## src/rtl/l2_bus_arbiter.sv

```systemverilog
// rtl/l2_bus_arbiter.sv - two-master (icache/dcache) wishbone arbiter onto the shared L2 port
// Round-robin on contention, registered grant, ack/data routed only to the owner.
module l2_bus_arbiter #(
  parameter bit D_FIRST   = 1'b1,
  parameter int CNT_WIDTH = 16
) (
  input  logic                 clk,
  input  logic                 rst_n,
  input  logic                 i_cyc,
  input  logic                 i_stb,
  input  logic                 i_we,
  input  logic [11:0]          i_adr,
  input  logic [15:0]          i_sel,
  input  logic [127:0]         i_dat_m,
  output logic [127:0]         i_dat_s,
  output logic                 i_ack,
  input  logic                 d_cyc,
  input  logic                 d_stb,
  input  logic                 d_we,
  input  logic [11:0]          d_adr,
  input  logic [15:0]          d_sel,
  input  logic [127:0]         d_dat_m,
  output logic [127:0]         d_dat_s,
  output logic                 d_ack,
  output logic                 l2_cyc,
  output logic                 l2_stb,
  output logic                 l2_we,
  output logic [11:0]          l2_adr,
  output logic [15:0]          l2_sel,
  output logic [127:0]         l2_dat_m,
  input  logic [127:0]         l2_dat_s,
  input  logic                 l2_ack,
  output logic [1:0]           grant,
  output logic [CNT_WIDTH-1:0] contention_count
);

  // State encoding doubles as the grant vector, so grant is a pure register.
  typedef enum logic [1:0] {IDLE = 2'b00, OWN_I = 2'b01, OWN_D = 2'b10} state_t;

  state_t               state_q, state_d;
  logic                 last_d_q, last_d_d;
  logic [CNT_WIDTH-1:0] cnt_q, cnt_d;

  logic i_req, d_req, own_i, own_d;
  logic unused_ok;

  assign i_req     = i_cyc & i_stb;
  assign d_req     = d_cyc & d_stb;
  assign own_i     = (state_q == OWN_I);
  assign own_d     = (state_q == OWN_D);
  assign unused_ok = ^{i_we, i_dat_m};

  always_comb begin
    state_d  = state_q;
    last_d_d = last_d_q;
    cnt_d    = cnt_q;
    case (state_q)
      IDLE: begin
        if (i_req && d_req) begin
          if (!(&cnt_q)) cnt_d = cnt_q + {{(CNT_WIDTH-1){1'b0}}, 1'b1};
          if (last_d_q) begin
            state_d  = OWN_I;
            last_d_d = 1'b0;
          end else begin
            state_d  = OWN_D;
            last_d_d = 1'b1;
          end
        end else if (i_req) begin
          state_d = OWN_I;
        end else if (d_req) begin
          state_d = OWN_D;
        end
      end
      // Dropping cyc aborts the transaction; l2_ack then or later is swallowed.
      OWN_I:   if (!i_cyc || l2_ack) state_d = IDLE;
      OWN_D:   if (!d_cyc || l2_ack) state_d = IDLE;
      default: state_d = IDLE;
    endcase
  end

  always_ff @(posedge clk or negedge rst_n) begin
    if (!rst_n) begin
      state_q  <= IDLE;
      last_d_q <= ~D_FIRST;
      cnt_q    <= '0;
    end else begin
      state_q  <= state_d;
      last_d_q <= last_d_d;
      cnt_q    <= cnt_d;
    end
  end

  assign l2_cyc   = (own_i & i_cyc) | (own_d & d_cyc);
  assign l2_stb   = l2_cyc;
  assign l2_we    = own_d & d_we;
  assign l2_adr   = own_d ? d_adr : (own_i ? i_adr : '0);
  assign l2_sel   = own_d ? d_sel : (own_i ? i_sel : '0);
  assign l2_dat_m = own_d ? d_dat_m : '0;

  assign i_ack   = own_i & i_cyc & l2_ack;
  assign d_ack   = own_d & d_cyc & l2_ack;
  assign i_dat_s = i_ack ? l2_dat_s : '0;
  assign d_dat_s = d_ack ? l2_dat_s : '0;

  assign grant            = state_q;
  assign contention_count = cnt_q;

endmodule
```

## config.mk

```make
export PLATFORM = sky130hd
export DESIGN_NAME = l2_bus_arbiter
export DESIGN_NICKNAME = d
export VERILOG_FILES = /design/src/rtl/l2_bus_arbiter.sv
export SDC_FILE = /design/constraint.sdc
export NUM_CORES = 1
export LEC_CHECK = 0
export BUFFER_PORTS_ARGS = -buffer_cell sky130_fd_sc_hd__buf_2
export CAP_MARGIN = 20
export CORE_AREA = 8 8 338 340
export DETAILED_ROUTE_END_ITERATION = 7
export DIE_AREA = 0 0 346 348
export SLEW_MARGIN = 20
export SYNTH_ARGS = -nofsm -noshare
export SYNTH_HDL_FRONTEND = slang
export SYNTH_SLANG_ARGS = --single-unit
```

## constraint.sdc

```tcl
create_clock -name clk -period 1.82 [get_ports clk]
set_input_delay 0.364 -clock clk [delete_from_list [all_inputs] [get_ports clk]]
set_output_delay 0.364 -clock clk [all_outputs]
set_load 0.01 [all_outputs]
```

; After elaboration in Yosys (flattened, before gate mapping)
; Index checks and enable logic that the tools add are counted.
[totals]
inputBits = 449
latchBits = 0
register_bits = 19
mem_bits_ro = 0
output_inout_bits = 435
mem_bits_rw = 0
mem_count = 0
[op_classes]
bitwise = 9
shifts = 0
div = 0
muxes = 15
n_eq_ne = 5
add_sub_neg = 1
multipliers = 0
reduce_logical = 10
order_cmp = 0
[op_table]
columns = operator, n
row1 = $mux W128, 3
row2 = $mux W16, 2
row3 = $mux W12, 2
row4 = $add A16 B1 Y16 const B, 1
row5 = $reduce_and A16 Y1, 1
row6 = $mux W2, 6
row7 = $and A1 B1 Y1, 7
row8 = $pmux W2 S3, 1
row9 = $reduce_and A3 Y1, 2
row10 = $ne A2 B1 Y1 const B, 2
row11 = $ne A4 B4 Y1 const B, 1
row12 = $eq A2 B1 Y1 const B, 1
row13 = $eq A2 B2 Y1 const B, 1
row14 = $logic_not A1 Y1, 2
row15 = $logic_not A2 Y1, 1
row16 = $logic_or A1 B1 Y1, 2
row17 = $reduce_and A2 Y1, 1
row18 = $logic_and A1 B1 Y1, 1
row19 = $mux W1, 1
row20 = $not A1 Y1, 1
row21 = $or A1 B1 Y1, 1

; Logic depth before layout (Yosys ltp)
; Gate-level depths: netlist of the first run.
[logic_depth]
ltp_word = 5
depth_mapped = 6
mapped_depth_nobuf = 5

; Least setup slack after synthesis of the first run
; No wires, ideal clock.
[synth_path]
kind = register to output
startpoint = register state_q[1], in the netlist grant[1]
endpoint = output port i_dat_s[108]
path_slack_ps = -35
path_stages_with_launch = 6
path_buffers = 2
arrival_ps = 1491
cell_sequence = dfrtp_1 and2b_1 and3_1 clkbuf_1 clkbuf_1 and2_1
[synth_via]
elab_chain_len = 4
[synth_rtl]
columns = item, line_no
row1 = from (decl), 40  ; state_t state_q, state_d;
row2 = from (signal assigned), 87  ; state_q <= state_d;
row3 = $eq A2 B1 Y1, 49  ; assign own_i = (state_q == OWN_I);
row4 = $and A1 B1 Y1 (2 in series), 100  ; assign i_ack = own_i & i_cyc & l2_ack;
row5 = $mux W128, 102  ; assign i_dat_s = i_ack ? l2_dat_s : '0;
row6 = to (decl), 15  ; output logic [127:0] i_dat_s,
; No other way between the ends.

; Final worst setup path of the first run
[layout_path]
startpoint = register state_q[1], in the netlist grant[1]
endpoint = output port i_dat_s[110]
; Same word-level chain as after synthesis.

==> flow_summary.toml, run 1 <==
[status]
status = "finished with violations"
failed_checks = "negative setup slack"

[worst_setup_path]
r2r_end = "contention_count[8]"
worst_r2r_path_depth = 7
cp_max_fo = 8
timing.rr.start = "grant[1]"
arrival_ns = 1.85
end_kind = "output port"
start_kind = "register"
cp_slowest_cell = "dfrtp_1"
path_cells = "and2b_1 > and3_4 > buf_12 > buf_12 > clkbuf_16 > and2_1 > buf_2"
crit_top_cell = "buf_12"
path_class = "reg2out"
slowest_delay_ns = 0.39
regToRegSetupSlack_ns = -0.02
worstPathRequired_ns = 1.46

[layout]
design_area_sq_um = 11700
drive_gt1_frac = 0.685
nets = 1790
final_cells = 2827
syn_to_final_growth_pct = 204
final_common_cell = "buf_2"
final_core_utilization = 0.107
final_cell_mix = "buf_2, and2_1, buf_6"

[timing]
finClkSkew_ns = 0.00205
whs_ns = 0.0532
fmax_mhz = 451
fin_crit_sh = 1.22
finalSetupViolations = 418
layout_min_cycle_time_ns = 2.22
finalHoldViolCount = 0
slew_violations = 0
worst_slack_ns = -0.399
rsz0062_at_grt = "true"
worstMarginPinSlew_ns = 0.484
relSlewSlack = 0.675

[clock_network]
clock_latency_ns = 0.25
h-tree-depth = 1
path_clk_slew_ns = 0.05
cts-root-buf = "clkbuf_16"
cts_buffers = 3
clock_path_buffers = 2
ctsHoldBuffers = 0
cts.sinks = 19
cts_tree = "done"

[run]
maxCapViolations = 0

[detailed_routing]
vias_per_cell = 2.88
drt-total-wl_microns = 89400
drt-pass1-iter-count = 4
route.detailed.drc = 0
wl_per_cell_microns = 31.6
num_vias = 8154
final_antenna_net_count = 0
drtIter0Drc = 284

[global_route]
grt-ovfl-total = 0
first_global_vias = 7350
antenna_found_initial = 209
track_usage = 0.134
grt_max_degree = 59
grt_pass1_wl_microns = 102000

[pwr]
power.density_nw_per_um2 = 281
leakagePower_nw = 6.20
vdd_drop_max_uv = 370

[yosys]
syn_area_sq_um = 3860
syn-num-nets = 1004
ys_types = 37
synth_warnings = 0
synthFlopType = "dfrtp_1"
async_reset_ff_frac = 1.00
syn_avg_cell_area_sq_um = 6.96
synth_edf_count = 0
synth.ff_latch_count = 19
synthCells = 554
yosysSeqAreaShare = 0.123

[die]
die_w_microns = 346
num_rows = 122
dieArea_sq_um = 120000
io_pins = 884
core_sq_um = 109000
dieHeight_microns = 348
initial_core_util = 0.0353

[placed_design]
dpl.hpwl_microns = 80600
post-place-ws_ns = -0.105
gp_congestion = 0.809
dp_cells = 2726
portBuffers = 754
post_dp_cell_area_sq_um = 9720

[hold_path]
hold_path_class = "in2async"
==> synthesized netlist by cell type (3+ instances only) <==
master / number / area share
and2_1: 386 / 0.63
clkbuf_1: 43 / 0.042
a22o_1: 29 / 0.066
dfrtp_1: 19 / 0.12
xor2_1: 12 / 0.027
nand2_1: 7 / 0.0068
nor3_1: 6 / 0.0078
nand3_1: 4 / 0.0052
nor4_1: 4 / 0.0065
and3_1: 3 / 0.0049
buf_2: 3 / 0.0039
o21ai_0: 3 / 0.0039
==> where the power goes <==
part           leakage [nW]  internal [mW]  total (mW)  switching [mW]
clock network        0.0413          0.294       0.450           0.156
logic                  5.91           1.10        2.31            1.20
registers             0.250          0.472       0.536          0.0638
total                  6.20           1.87        3.29            1.42
==> registers in the layout, indices dropped and copies added (netlist names) <==
signal            flops
contention_count     16
grant                 2
last_d_q              1
==> cell families (layout without fill, tap and decap cells) <==
| logic type | after synthesis | in the layout | share of synthesized area |
|---|---|---|---|
| XOR/XNOR | 14 | 14 | 0.0318 |
| other | 0 | 62 | 0 |
| adder cells (fa/ha/maj) | 1 | 1 | 0.00324 |
| buffers and inverters | 51 | 836 | 0.0516 |
| AO/OA/AOI/OAI | 36 | 36 | 0.0772 |
| multiplexers | 3 | 3 | 0.00941 |
| flip-flops | 19 | 19 | 0.123 |
| AND/OR/NAND/NOR | 430 | 430 | 0.703 |
==> how the worst max path moves through the flow <==
stage                         from  slack, ns      endpoint  depth (start not counted)
after floorplan           grant[1]      0.004  i_dat_s[100]                          5
after global placement       i_cyc      -0.08   i_dat_s[99]                          7
after detailed placement     i_cyc      -0.10   i_dat_s[44]                          7
after CTS                 grant[1]      -0.36   i_dat_s[45]                          7
after global routing      grant[1]      -0.44  i_dat_s[110]                          7
final                     grant[1]      -0.40  i_dat_s[110]                          7
==> per-stage QoR <==
step / power (mW) / TNS [ns]
after floorplan: 1.14 / 0
after global placement: 2.41 / -3.29
after detailed placement: 2.43 / -5.01
after CTS: 3.19 / -91.87
after global routing: 3.49 / -127.23
final: 3.29 / -101.80
==> layout make-up <==
class	instances	area, sq um
Fill cell	12700	97600
Timing Repair Buffer	830	5770
Multi-Input combinational cell	484	3440
Tap cell	1426	1780
Sequential cell	19	477
Antenna cell	62	155
Clock buffer	3	75.1
Inverter	2	7.51
Clock inverter	1	5.00
==> repair_timing <==
item                                    in CTS  in global routing
setup buffers                                8                 11
endpoints found under the setup margin     418                423
pin swaps                                    8                 20
gates cloned                                 8                 11
gates resized for setup                    189                140
==> worst max-delay path: cells and delay by family (launching register included) <==
family / cells / cell delay [ns]
simple gates: 3 / 0.55
buf+inv: 4 / 0.60
flops: 1 / 0.39
==> per-layer routing <==
| layer | up-vias | share of wire | GRT usage |
|---|---|---|---|
| met5 | - | 0.0084 | 0 |
| li1 | 3419 | - | - |
| met2 | 757 | 0.43 | 0.215 |
| met4 | 116 | 0.026 | 0.0162 |
| met3 | 261 | 0.15 | 0.101 |
| met1 | 3601 | 0.38 | 0.146 |
Note: power is estimated with default switching activity, not from simulation.
==> run 2, diff against run 1 <==
--- a/config.mk
+++ b/config.mk
@@ -5,7 +5,7 @@
 export SDC_FILE = /design/constraint.sdc
 export NUM_CORES = 1
 export LEC_CHECK = 0
-export BUFFER_PORTS_ARGS = -buffer_cell sky130_fd_sc_hd__buf_2
+export BUFFER_PORTS_ARGS = -buffer_cell sky130_fd_sc_hd__buf_4
 export CAP_MARGIN = 20
 export CORE_AREA = 8 8 338 340
 export DETAILED_ROUTE_END_ITERATION = 7
==> constraint.sdc (replaced) <==
create_clock -name clk -period 1.82 [get_ports clk]
set_input_delay 0.364 -clock clk [delete_from_list [all_inputs] [get_ports clk]]
set_output_delay 0.364 -clock clk [all_outputs]
set_load 0.05 [all_outputs]
==> run 2 against run 1 <==
The flow still finishes with violations (negative setup slack); register-to-register slack better by 0.02 ns; total power up 44%; largest power group unchanged; setup slack worse by 0.0022 ns; worst hold slack better by 0.41 ns; cell area up 24%.
==> flow_summary.toml, run 2 (synthesis gave the netlist of run 1 again) <==
[layout]
final_cell_mix = "buf_4, and2_4, buf_8"
nets = 1776
final_cells = 2797
syn_to_final_growth_pct = 276
largest_reg_flops = 16
final_core_utilization = 0.133
design_area_sq_um = 14500
drive_gt1_frac = 0.939
final_common_cell = "buf_4"

[detailed_routing]
wl_met1_microns = 32300
dr_wl_met2_microns = 42000
drt-pass1-iter-count = 4
drt-total-wl_microns = 89600
dr.max_layer_used = "met5"
drtIter0Drc = 223
wl_per_cell_microns = 32.0
num_vias = 7563
final_antenna_net_count = 0
wl_met3_microns = 14100
route.detailed.drc = 0
vias_per_cell = 2.70

[worst_setup_path]
path_class = "reg2out"
end_kind = "output port"
cp_slowest_cell = "dfrtp_2"
crit_top_cell = "buf_12"
worst_r2r_path_depth = 5
path_cells = "and2b_2 > and3_4 > buf_12 > buf_12 > clkbuf_16 > and2_4 > buf_8"
arrival_ns = 1.86
worstPathRequired_ns = 1.46
regToRegSetupSlack_ns = 0
r2r_end = "contention_count[8]"
timing.rr.start = "grant[0]"
slowest_delay_ns = 0.41
cp_max_fo = 8
start_kind = "register"

[global_route]
grt_max_degree = 106
first_global_vias = 7888
antenna_found_initial = 124
track_usage = 0.137
grt_pass1_wl_microns = 106000
grt-ovfl-total = 0

[status]
status = "finished with violations"
failed_checks = "negative setup slack"

[clock_network]
cts.sinks = 19
clock_path_buffers = 2
clock_latency_ns = 0.25
cts_tree = "done"
cts_buffers = 3
h-tree-depth = 1
path_clk_slew_ns = 0.06
cts-root-buf = "clkbuf_16"

[die]
num_rows = 122
core_sq_um = 109000
io_pins = 884
initial_core_util = 0.0353
dieArea_sq_um = 120000
die_w_microns = 346
dieHeight_microns = 348

[timing]
fin_crit_sh = 1.22
rsz0062_at_grt = "true"
finClkSkew_ns = 0.00388
finalHoldViolCount = 0
relSlewSlack = 0.685
worstMarginPinSlew_ns = 0.470
layout_min_cycle_time_ns = 2.22
finalSetupViolations = 418
fmax_mhz = 450
worst_slack_ns = -0.401
slew_violations = 0
fin_setup_tns_ns = -113.51
whs_ns = 0.465

[pwr]
p_clk_frac = 0.098
comb_power_share = 0.789
pwr-share-seq = 0.113
swShare = 0.523
leakagePower_nw = 6.90
finalPower_mw = 4.75
p_int_mw = 2.26
vdd_drop_max_uv = 277
switchingPower_mw = 2.48
power.density_nw_per_um2 = 328

[hold_path]
hold_end = "grant[1]"
whs_path_depth = 3
hold_path_class = "in2reg"
min-delay-start = "d_stb"

[placed_design]
gp_congestion = 0.845
portBuffers = 754
dp_cells = 2729
dpl.hpwl_microns = 83700
post-place-ws_ns = -0.185
post_dp_cell_area_sq_um = 12500

[run]
maxCapViolations = 0
-- run 2: cell types whose count changed in the layout (fill, tap and decap cells not counted), sizes merged --
| cell | before | now |
|---|---|---|
| dlygate4sd3 | 0 | 1 |
| clkinvlp | 0 | 1 |
| clkinv | 1 | 0 |
| clkbuf | 15 | 10 |
| buf | 818 | 808 |
| diode | 62 | 46 |
-- run 2: worst max-delay path by stage --
stage / endpoint / cells after the start / from / slack, ns
floorplan: i_dat_s[108] / 5 / grant[1] / -0.13
finish: i_dat_s[45] / 7 / grant[1] / -0.40
detailed placement: i_dat_s[83] / 5 / grant[1] / -0.18
global placement: i_dat_s[83] / 5 / grant[1] / -0.18
global route: i_dat_s[45] / 7 / grant[1] / -0.46
CTS: i_dat_s[52] / 7 / grant[1] / -0.41
-- run 2: repair_timing --
item                                   CTS  global route
endpoints found under the hold margin   19             0
setup endpoints to repair              418           423
cloned                                   2             9
gates resized for setup                267           118
setup buffers                            5             3
hold buffers                             1             0
pin swaps                               14            12
-- run 2: cell type report --
type	count	area [sq um]
Multi-Input combinational cell	484	4110
Timing Repair Buffer	816	7900
Clock inverter	1	7.51
Sequential cell	19	493
Clock buffer	3	75.1
Tap cell	1426	1780
Antenna cell	46	115
Inverter	2	7.51
Fill cell	12500	94800
-- run 2: critical path: cells and delay by family, from the launching register on --
kind                   cells  cell delay, ns
buffers and inverters      4            0.62
DFF                        1            0.41
and+or+nand+nor            3            0.55
-- run 2: layer usage --
layer | vias up | global-route usage
met3 | 140 | 0.112
met2 | 519 | 0.232
met5 | - | 0
met1 | 3461 | 0.139
met4 | 78 | 0.00585
li1 | 3365 | -
-- run 2: power groups by stage --
stage	logic, mW	clock network (mW)	registers [mW]
5_1_grt	3.92	0.495	0.549
4_1_cts	3.70	0.476	0.539
6_report	3.74	0.465	0.538
3_3_place_gp	3.54	0	0.541
2_1_floorplan	1.74	0	0.669
3_5_place_dp	3.57	0	0.546
